[config.mk]
export PLATFORM = sky130hd
export DESIGN_NAME = fetch_sequencer_flat
export DESIGN_NICKNAME = d
export VERILOG_FILES = /design/src/rtl/fetch_sequencer_pkg.sv /design/src/rtl/fetch_sequencer_if.sv /design/src/rtl/fetch_hold_buffer.sv /design/src/rtl/fetch_sequencer.sv /design/src/flat_wrapper.sv
export SDC_FILE = /design/constraint.sdc
export NUM_CORES = 1
export LEC_CHECK = 0
export ABC_AREA = 0
export BUFFER_PORTS_ARGS = -buffer_cell sky130_fd_sc_hd__buf_2
export CAP_MARGIN = 20
export CORE_MARGIN = 5
export CORE_UTILIZATION = 37
export DETAILED_ROUTE_END_ITERATION = 16
export PLACE_DENSITY = 0.68
export SYNTH_ARGS = -nofsm -noshare
export SYNTH_HDL_FRONTEND = slang
export SYNTH_HIERARCHICAL = 1
export SYNTH_SLANG_ARGS = --single-unit
[constraint.sdc]
create_clock -name clk -period 2.5 [get_ports clk]
set_input_delay 0.125 -clock clk [delete_from_list [all_inputs] [get_ports clk]]
set_output_delay 0.125 -clock clk [all_outputs]
set_load 0.1 [all_outputs]
[src/rtl/fetch_sequencer_pkg.sv]
// fetch_sequencer_pkg
//   Shared constants for the fetch sequencer slice: default widths,
//   the fetch FSM state encodings and a small helper describing which
//   states keep a memory request on the bus.
package fetch_sequencer_pkg;

  localparam int          WORD_SIZE_DEF  = 32;
  localparam logic [31:0] PC_INITIAL_DEF = 32'h0000_0000;
  localparam int          MAX_WAIT_DEF   = 15;

  typedef logic [1:0] fs_state_t;

  // FETCH: request outstanding; HOLD: response parked in the hold buffer;
  // DROP: request outstanding but its response is stale after a redirect.
  localparam logic [1:0] FS_FETCH = 2'd0;
  localparam logic [1:0] FS_HOLD  = 2'd1;
  localparam logic [1:0] FS_DROP  = 2'd2;

  // Only HOLD idles the memory port; every other state has a request out.
  function automatic logic stateRequests(input fs_state_t s);
    return (s != FS_HOLD);
  endfunction

endpackage

[src/rtl/fetch_sequencer_if.sv]
// fetch_sequencer_if
//   Bundles every non-clock/reset signal of the fetch sequencer:
//     execute side : pc_src_e, pc_target_e
//     hazard side  : stall_d (in), stall_f (out)
//     memory side  : imem_req, imem_addr (out), imem_ack, imem_rdata (in)
//     decode side  : pc_f, instr_d, pc_d, pc_plus1_d, valid_d, fetch_err (out)
//   master = the fetch sequencer's view, slave = the surrounding pipeline
//   and instruction memory.
interface fetch_sequencer_if
  import fetch_sequencer_pkg::*;
#(
  parameter int WORD_SIZE = WORD_SIZE_DEF
);

  logic                 pc_src_e;
  logic [WORD_SIZE-1:0] pc_target_e;
  logic                 stall_d;
  logic                 imem_req;
  logic [WORD_SIZE-1:0] imem_addr;
  logic                 imem_ack;
  logic [WORD_SIZE-1:0] imem_rdata;
  logic [WORD_SIZE-1:0] pc_f;
  logic                 stall_f;
  logic [WORD_SIZE-1:0] instr_d;
  logic [WORD_SIZE-1:0] pc_d;
  logic [WORD_SIZE-1:0] pc_plus1_d;
  logic                 valid_d;
  logic                 fetch_err;

  modport master (
    input  pc_src_e, pc_target_e, stall_d, imem_ack, imem_rdata,
    output imem_req, imem_addr, pc_f, stall_f,
           instr_d, pc_d, pc_plus1_d, valid_d, fetch_err
  );

  modport slave (
    output pc_src_e, pc_target_e, stall_d, imem_ack, imem_rdata,
    input  imem_req, imem_addr, pc_f, stall_f,
           instr_d, pc_d, pc_plus1_d, valid_d, fetch_err
  );

endinterface

[src/rtl/fetch_hold_buffer.sv]
// fetch_hold_buffer
//   One-entry {instr, pc} parking register used when a fetch response
//   arrives while decode is stalled.
//   Ports: clk, rst_n (async active-low)
//          load_i  - capture instr_i/pc_i and mark full
//          clear_i - mark empty (data left as-is, it is ignored when empty)
//          full_o, instr_o, pc_o - current contents
module fetch_hold_buffer
  import fetch_sequencer_pkg::*;
#(
  parameter int WIDTH = WORD_SIZE_DEF
) (
  input  logic             clk,
  input  logic             rst_n,
  input  logic             load_i,
  input  logic             clear_i,
  input  logic [WIDTH-1:0] instr_i,
  input  logic [WIDTH-1:0] pc_i,
  output logic             full_o,
  output logic [WIDTH-1:0] instr_o,
  output logic [WIDTH-1:0] pc_o
);

  logic             full_q;
  logic [WIDTH-1:0] instr_q;
  logic [WIDTH-1:0] pc_q;

  // Load wins over clear so a simultaneous request never loses a response.
  always_ff @(posedge clk or negedge rst_n) begin
    if (!rst_n) begin
      full_q  <= 1'b0;
      instr_q <= '0;
      pc_q    <= '0;
    end else if (load_i) begin
      full_q  <= 1'b1;
      instr_q <= instr_i;
      pc_q    <= pc_i;
    end else if (clear_i) begin
      full_q  <= 1'b0;
    end
  end

  assign full_o  = full_q;
  assign instr_o = instr_q;
  assign pc_o    = pc_q;

endmodule

[src/rtl/fetch_sequencer.sv]
// fetch_sequencer
//   Drives instruction fetch over a req/ack memory port, owns the fetch PC
//   and the F->D pipeline register, parks one response when decode stalls,
//   and handles execute-stage redirects (including ones that land while a
//   request is still outstanding).
//   Ports: clk, rst_n (async active-low), bus (fetch_sequencer_if.master).
//   Parameters: WORD_SIZE, PC_INITIAL, MAX_WAIT (ack timeout in cycles).
module fetch_sequencer
  import fetch_sequencer_pkg::*;
#(
  parameter int                   WORD_SIZE  = WORD_SIZE_DEF,
  parameter logic [WORD_SIZE-1:0] PC_INITIAL = '0,
  parameter int                   MAX_WAIT   = MAX_WAIT_DEF
) (
  input  logic               clk,
  input  logic               rst_n,
  fetch_sequencer_if.master  bus
);

  localparam int                WAIT_W   = $clog2(MAX_WAIT + 1);
  localparam logic [WAIT_W-1:0] WAIT_MAX = WAIT_W'(MAX_WAIT);

  fs_state_t            state_q,        state_d;
  logic [WORD_SIZE-1:0] fetchPc_q,      fetchPc_d;
  logic [WORD_SIZE-1:0] pendTarget_q,   pendTarget_d;
  logic [WORD_SIZE-1:0] decInstr_q,     decInstr_d;
  logic [WORD_SIZE-1:0] decPc_q,        decPc_d;
  logic [WORD_SIZE-1:0] decPcPlus1_q,   decPcPlus1_d;
  logic                 decValid_q,     decValid_d;
  logic [WAIT_W-1:0]    waitCnt_q,      waitCnt_d;
  logic                 fetchErr_q,     fetchErr_d;

  logic                 reqActive;
  logic                 ackTaken;
  logic [WORD_SIZE-1:0] fetchPcPlus1;
  logic                 bufLoad;
  logic                 bufClear;
  logic                 bufFull;
  logic [WORD_SIZE-1:0] bufInstr;
  logic [WORD_SIZE-1:0] bufPc;

  // The request is forced low while reset is held, so an ack can only be
  // taken once reset has been released.
  assign reqActive    = rst_n & stateRequests(state_q);
  assign ackTaken     = bus.imem_ack & reqActive;
  assign fetchPcPlus1 = fetchPc_q + WORD_SIZE'(1);

  fetch_hold_buffer #(
    .WIDTH (WORD_SIZE)
  ) u_hold (
    .clk     (clk),
    .rst_n   (rst_n),
    .load_i  (bufLoad),
    .clear_i (bufClear),
    .instr_i (bus.imem_rdata),
    .pc_i    (fetchPc_q),
    .full_o  (bufFull),
    .instr_o (bufInstr),
    .pc_o    (bufPc)
  );

  // Next-state logic: FSM, fetch PC, pending redirect target and D register.
  // Redirects always take priority; a redirect without an ack cannot move
  // the address (it must stay stable until acked), so it parks the target
  // and goes to DROP to discard the stale response.
  always_comb begin
    state_d      = state_q;
    fetchPc_d    = fetchPc_q;
    pendTarget_d = pendTarget_q;
    decInstr_d   = decInstr_q;
    decPc_d      = decPc_q;
    decPcPlus1_d = decPcPlus1_q;
    decValid_d   = decValid_q;
    bufLoad      = 1'b0;
    bufClear     = 1'b0;

    case (state_q)
      FS_FETCH: begin
        if (bus.pc_src_e) begin
          decValid_d = 1'b0;
          if (ackTaken) begin
            fetchPc_d = bus.pc_target_e;
          end else begin
            pendTarget_d = bus.pc_target_e;
            state_d      = FS_DROP;
          end
        end else if (ackTaken) begin
          fetchPc_d = fetchPcPlus1;
          if (!bus.stall_d) begin
            decInstr_d   = bus.imem_rdata;
            decPc_d      = fetchPc_q;
            decPcPlus1_d = fetchPcPlus1;
            decValid_d   = 1'b1;
          end else begin
            bufLoad = 1'b1;
            state_d = FS_HOLD;
          end
        end else if (!bus.stall_d) begin
          decValid_d = 1'b0;
        end
      end

      FS_HOLD: begin
        if (bus.pc_src_e) begin
          bufClear   = 1'b1;
          fetchPc_d  = bus.pc_target_e;
          decValid_d = 1'b0;
          state_d    = FS_FETCH;
        end else if (!bus.stall_d) begin
          bufClear     = 1'b1;
          decInstr_d   = bufInstr;
          decPc_d      = bufPc;
          decPcPlus1_d = bufPc + WORD_SIZE'(1);
          decValid_d   = bufFull;
          state_d      = FS_FETCH;
        end
      end

      FS_DROP: begin
        // A redirect in the same cycle as the ack is newer than the one
        // already parked, so it wins.
        if (ackTaken) begin
          fetchPc_d = bus.pc_src_e ? bus.pc_target_e : pendTarget_q;
          state_d   = FS_FETCH;
        end else if (bus.pc_src_e) begin
          pendTarget_d = bus.pc_target_e;
        end
      end

      default: begin
        state_d = FS_FETCH;
      end
    endcase
  end

  // Ack-timeout watchdog: counts unanswered request cycles, saturating, and
  // latches fetch_err once the limit is reached. The request itself keeps
  // going; the flag only reports the timeout.
  always_comb begin
    waitCnt_d = waitCnt_q;
    if (ackTaken || (state_d == FS_HOLD && state_q != FS_HOLD)) begin
      waitCnt_d = '0;
    end else if (reqActive && waitCnt_q != WAIT_MAX) begin
      waitCnt_d = waitCnt_q + WAIT_W'(1);
    end
    fetchErr_d = fetchErr_q | (waitCnt_d == WAIT_MAX);
  end

  // State registers; reset abandons any request in flight.
  always_ff @(posedge clk or negedge rst_n) begin
    if (!rst_n) begin
      state_q      <= FS_FETCH;
      fetchPc_q    <= PC_INITIAL;
      pendTarget_q <= '0;
      decInstr_q   <= '0;
      decPc_q      <= '0;
      decPcPlus1_q <= '0;
      decValid_q   <= 1'b0;
      waitCnt_q    <= '0;
      fetchErr_q   <= 1'b0;
    end else begin
      state_q      <= state_d;
      fetchPc_q    <= fetchPc_d;
      pendTarget_q <= pendTarget_d;
      decInstr_q   <= decInstr_d;
      decPc_q      <= decPc_d;
      decPcPlus1_q <= decPcPlus1_d;
      decValid_q   <= decValid_d;
      waitCnt_q    <= waitCnt_d;
      fetchErr_q   <= fetchErr_d;
    end
  end

  // Fetch PC is frozen whenever we are not in FETCH, while a request waits
  // for its ack, or when an ack has to be parked because decode is stalled.
  assign bus.stall_f = (state_q != FS_FETCH)
                     | (bus.imem_req & ~bus.imem_ack)
                     | ((state_q == FS_FETCH) & bus.imem_ack & bus.stall_d);

  assign bus.imem_req   = reqActive;
  assign bus.imem_addr  = fetchPc_q;
  assign bus.pc_f       = fetchPc_q;
  assign bus.instr_d    = decInstr_q;
  assign bus.pc_d       = decPc_q;
  assign bus.pc_plus1_d = decPcPlus1_q;
  assign bus.valid_d    = decValid_q;
  assign bus.fetch_err  = fetchErr_q;

endmodule
[src/flat_wrapper.sv]
// flat-port wrapper written by rule: the top's interface ports become plain ports
module fetch_sequencer_flat import fetch_sequencer_pkg::*;
#(
  parameter int                   WORD_SIZE  = WORD_SIZE_DEF,
  parameter logic [WORD_SIZE-1:0] PC_INITIAL = '0,
  parameter int                   MAX_WAIT   = MAX_WAIT_DEF
)
  (clk, rst_n, bus_pc_src_e, bus_pc_target_e, bus_stall_d, bus_imem_ack, bus_imem_rdata, bus_imem_req, bus_imem_addr, bus_pc_f, bus_stall_f, bus_instr_d, bus_pc_d, bus_pc_plus1_d, bus_valid_d, bus_fetch_err);
  fetch_sequencer_if #(.WORD_SIZE(WORD_SIZE)) bus_i ();
  input  logic clk;
  input  logic rst_n;
  input wire logic [$bits(bus_i.pc_src_e)-1:0] bus_pc_src_e;
  input wire logic [$bits(bus_i.pc_target_e)-1:0] bus_pc_target_e;
  input wire logic [$bits(bus_i.stall_d)-1:0] bus_stall_d;
  input wire logic [$bits(bus_i.imem_ack)-1:0] bus_imem_ack;
  input wire logic [$bits(bus_i.imem_rdata)-1:0] bus_imem_rdata;
  output wire logic [$bits(bus_i.imem_req)-1:0] bus_imem_req;
  output wire logic [$bits(bus_i.imem_addr)-1:0] bus_imem_addr;
  output wire logic [$bits(bus_i.pc_f)-1:0] bus_pc_f;
  output wire logic [$bits(bus_i.stall_f)-1:0] bus_stall_f;
  output wire logic [$bits(bus_i.instr_d)-1:0] bus_instr_d;
  output wire logic [$bits(bus_i.pc_d)-1:0] bus_pc_d;
  output wire logic [$bits(bus_i.pc_plus1_d)-1:0] bus_pc_plus1_d;
  output wire logic [$bits(bus_i.valid_d)-1:0] bus_valid_d;
  output wire logic [$bits(bus_i.fetch_err)-1:0] bus_fetch_err;
  assign bus_i.pc_src_e = bus_pc_src_e;
  assign bus_i.pc_target_e = bus_pc_target_e;
  assign bus_i.stall_d = bus_stall_d;
  assign bus_i.imem_ack = bus_imem_ack;
  assign bus_i.imem_rdata = bus_imem_rdata;
  assign bus_imem_req = bus_i.imem_req;
  assign bus_imem_addr = bus_i.imem_addr;
  assign bus_pc_f = bus_i.pc_f;
  assign bus_stall_f = bus_i.stall_f;
  assign bus_instr_d = bus_i.instr_d;
  assign bus_pc_d = bus_i.pc_d;
  assign bus_pc_plus1_d = bus_i.pc_plus1_d;
  assign bus_valid_d = bus_i.valid_d;
  assign bus_fetch_err = bus_i.fetch_err;
  fetch_sequencer #(.WORD_SIZE(WORD_SIZE), .PC_INITIAL(PC_INITIAL), .MAX_WAIT(MAX_WAIT)) u_core (.clk(clk), .rst_n(rst_n), .bus(bus_i));
endmodule
==> impl_metrics.ini <==
[run_status]
outcome = completed

[yosys]
synth_top_area_share = 0.454
ys_seq_area_frac = 0.454
synth_edf_count = 0
yosys_warnings = 6
synthesis.nets = 1307
synth-async-reset-ratio = 1.00
synth_area_um2 = 12800
synth_flop_cell = dfrtp_1
syn_area_per_cell_um2 = 10.4
ys_ff_latch = 233
yosys.area.top_type = dfrtp_1
synth.distinct_cells = 67
synthCells = 1230
synthTopCellsByArea = dfrtp_1, mux2i_1, mux2_2

[grt]
grtUsageMet3 = 0.0276
grt_pass1_wl_mm = 61.4
grt_overflow = 0
antenna_found_initial = 1
use_met2 = 0.312
met1_usage = 0.278
grt_pass1_vias = 10554
top_usage_layer = met2
grt_max_degree = 111
grt_use_total = 0.195

[floorplanning]
die_area_um2 = 38500
rows = 68
initial_core_util = 0.374
coreArea_um2 = 34400
io_pins = 233
die_y_um = 196
die_w_um = 196

[clocking]
cts_made_buffers = 27
clock_latency_ns = 0.54
numClockSinks = 233
htreeDepth = 1
cts_root_buffer = clkbuf_16
cts_tree = built
clock_path_buffers = 3
cts.clk_slew.worst_paths_ns = 0.06
post-cts-setup-buffers = 0

[cells_and_area]
multiInputGateArea_um2 = 6360
final_layout_size_suffix_gt1_frac = 0.322
mostFrequentLayoutCells = buf_2, dfrtp_1, nand2_1
final_common_cell = buf_2
fill_cells = 3217
area_growth_pct = 25.9
fin_nets = 1567
regArea_um2 = 5860

[sta]
slew_viol_final = 0
post-route-period-util = 0.931
fmax_mhz = 430
clock_skew_ns = 0.0164
rsz0062_at_grt = no
setup_viol_count_final = 0
relSlewSlack = 0.456
finalHoldViolCount = 0
tightest_slew_ns = 0.816
post-route-min-period_ns = 2.33
finalSetupTns_ns = 0

[critical_path]
cp_max_fo = 6
critPathCaptureType = flip-flop
critPathRequiredTime_ns = 2.91
worst_setup_path_start_kind = flip-flop
path_class = flip-flop to flip-flop
crit_arrival_ns = 2.74

[place]
hpwl_mm = 28.1
io_buffers = 232
place.gp.congestion = 0.930

[route]
antenna_left = 0
wl_per_cell_um = 19.8
drc = 0
drt_iter0_drc = 772
wirelength_mm = 38.9
first_pass_iters = 7
vias = 10569
via_per_inst = 5.38

[flow_run]
cap_violations = 0

[min_path]
hp-class = primary input to async pin
-- critical path, stage by stage, from the launching register on --
cell     delay (ns)
dfrtp_1        0.42
ha_1           0.28
inv_1          0.12
or4_1          0.64
nor4_1         0.31
xor2_1         0.11
a221o_1        0.33
-- metrics by stage --
stage	utilization	instance area, um2	instances	setup WS [ns]	hold slack [ns]
after detailed placement	0.422	14500	1850	0.186	-0.00967
after CTS	0.470	16200	1965	0.185	0.0275
after global routing	0.471	16200	1966	0.0282	0.0574
after floorplan	-	12900	1230	0.0197	-0.171
after global placement	0.422	14500	1850	0.223	-0.0123
final	0.471	16200	1966	0.174	0.0358
-- area by class of cell --
type,count,share of cell area
multi-input combinational,864,0.393
sequential,233,0.362
timing repair buffer,349,0.144
clock buffer,36,0.0476
tap,455,0.0352
clock inverter,13,0.0138
inverter,15,0.00348
antenna,1,0.000155
-- cell usage after synthesis (6+ instances only) --
master and n:
mux2_2 70, nor3_1 19, a22o_1 8, o211ai_1 6
nor2b_1 13, and4_1 8, nand2_1 139, buf_4 32
o31ai_1 13, a21oi_1 55, dfrtp_1 233, nor4_1 9
xnor2_1 28, ha_1 8, inv_1 15, a22oi_1 10
and3_1 8, a221o_1 11, buf_2 15, nand2b_1 9
nor2_1 36, o221ai_1 7, a31oi_1 7, buf_1 15
or4_1 6, o21ai_0 100, and2_1 6, buf_6 7
mux2i_1 81, clkbuf_1 49, nand4_1 27, a221oi_1 15
xor2_1 21, nand3_1 27, a21o_1 7, or3_1 9
mux2_4 49
-- registers in the layout (all words and copies together), names as in the netlist, 2 cells and up --
signal,flops
u_core/bus.pc_plus1_d,32
u_core/u_hold/pc_o,32
u_core/state_q,2
u_core/waitCnt_q,4
u_core/u_hold/instr_o,32
u_core/bus.imem_addr,32
u_core/pendTarget_q,32
u_core/bus.instr_d,32
u_core/bus.pc_d,32
-- worst paths after layout --
kind / slack [ns] / depth (start not counted) / endpoint / start
setup / recovery: 0.17 / 6 / u_core/bus.pc_plus1_d[28] / u_core/u_hold/pc_o[0]
hold / removal: 0.04 / 2 / u_core/u_hold/instr_o[27] / rst_n
setup reg to reg: 0.17 / 6 / u_core/bus.pc_plus1_d[28] / u_core/u_hold/pc_o[0]
hold reg to reg: 0.47 / 2 / u_core/bus.pc_plus1_d[5] / u_core/bus.pc_plus1_d[5]
max in group asynchronous: 1.31 / 3 / u_core/bus.imem_addr[12] / rst_n
min in group clk: 0.17 / 5 / u_core/state_q[0] / bus_imem_ack
-- routing by layer --
layer / share of wire / wire [um]
met1: 0.45 / 17600
met5: 0 / 0
met3: 0.061 / 2360
met4: 0.028 / 1100
met2: 0.46 / 17800
-- timing repair --
| action | in CTS | in global routing |
|---|---|---|
| endpoints found under the hold margin | 273 | 0 |
| hold buffers | 66 | 0 |
| setup endpoints to repair | 0 | 2 |
| gates resized for setup | 0 | 2 |
-- logic make-up after synthesis --
logic type                 share of synthesized area
xor gates and xnor gates                      0.0334
and+or+nand+nor                                0.133
muxes                                          0.182
buffers and inverters                         0.0538
adders and majority gates                    0.00779
AOI/OAI and AO/OA                              0.136
DFF                                            0.454
Power is left out: the tool's default activity adds up to more than one toggle a clock period on the data nets, which glitch-free logic cannot reach.
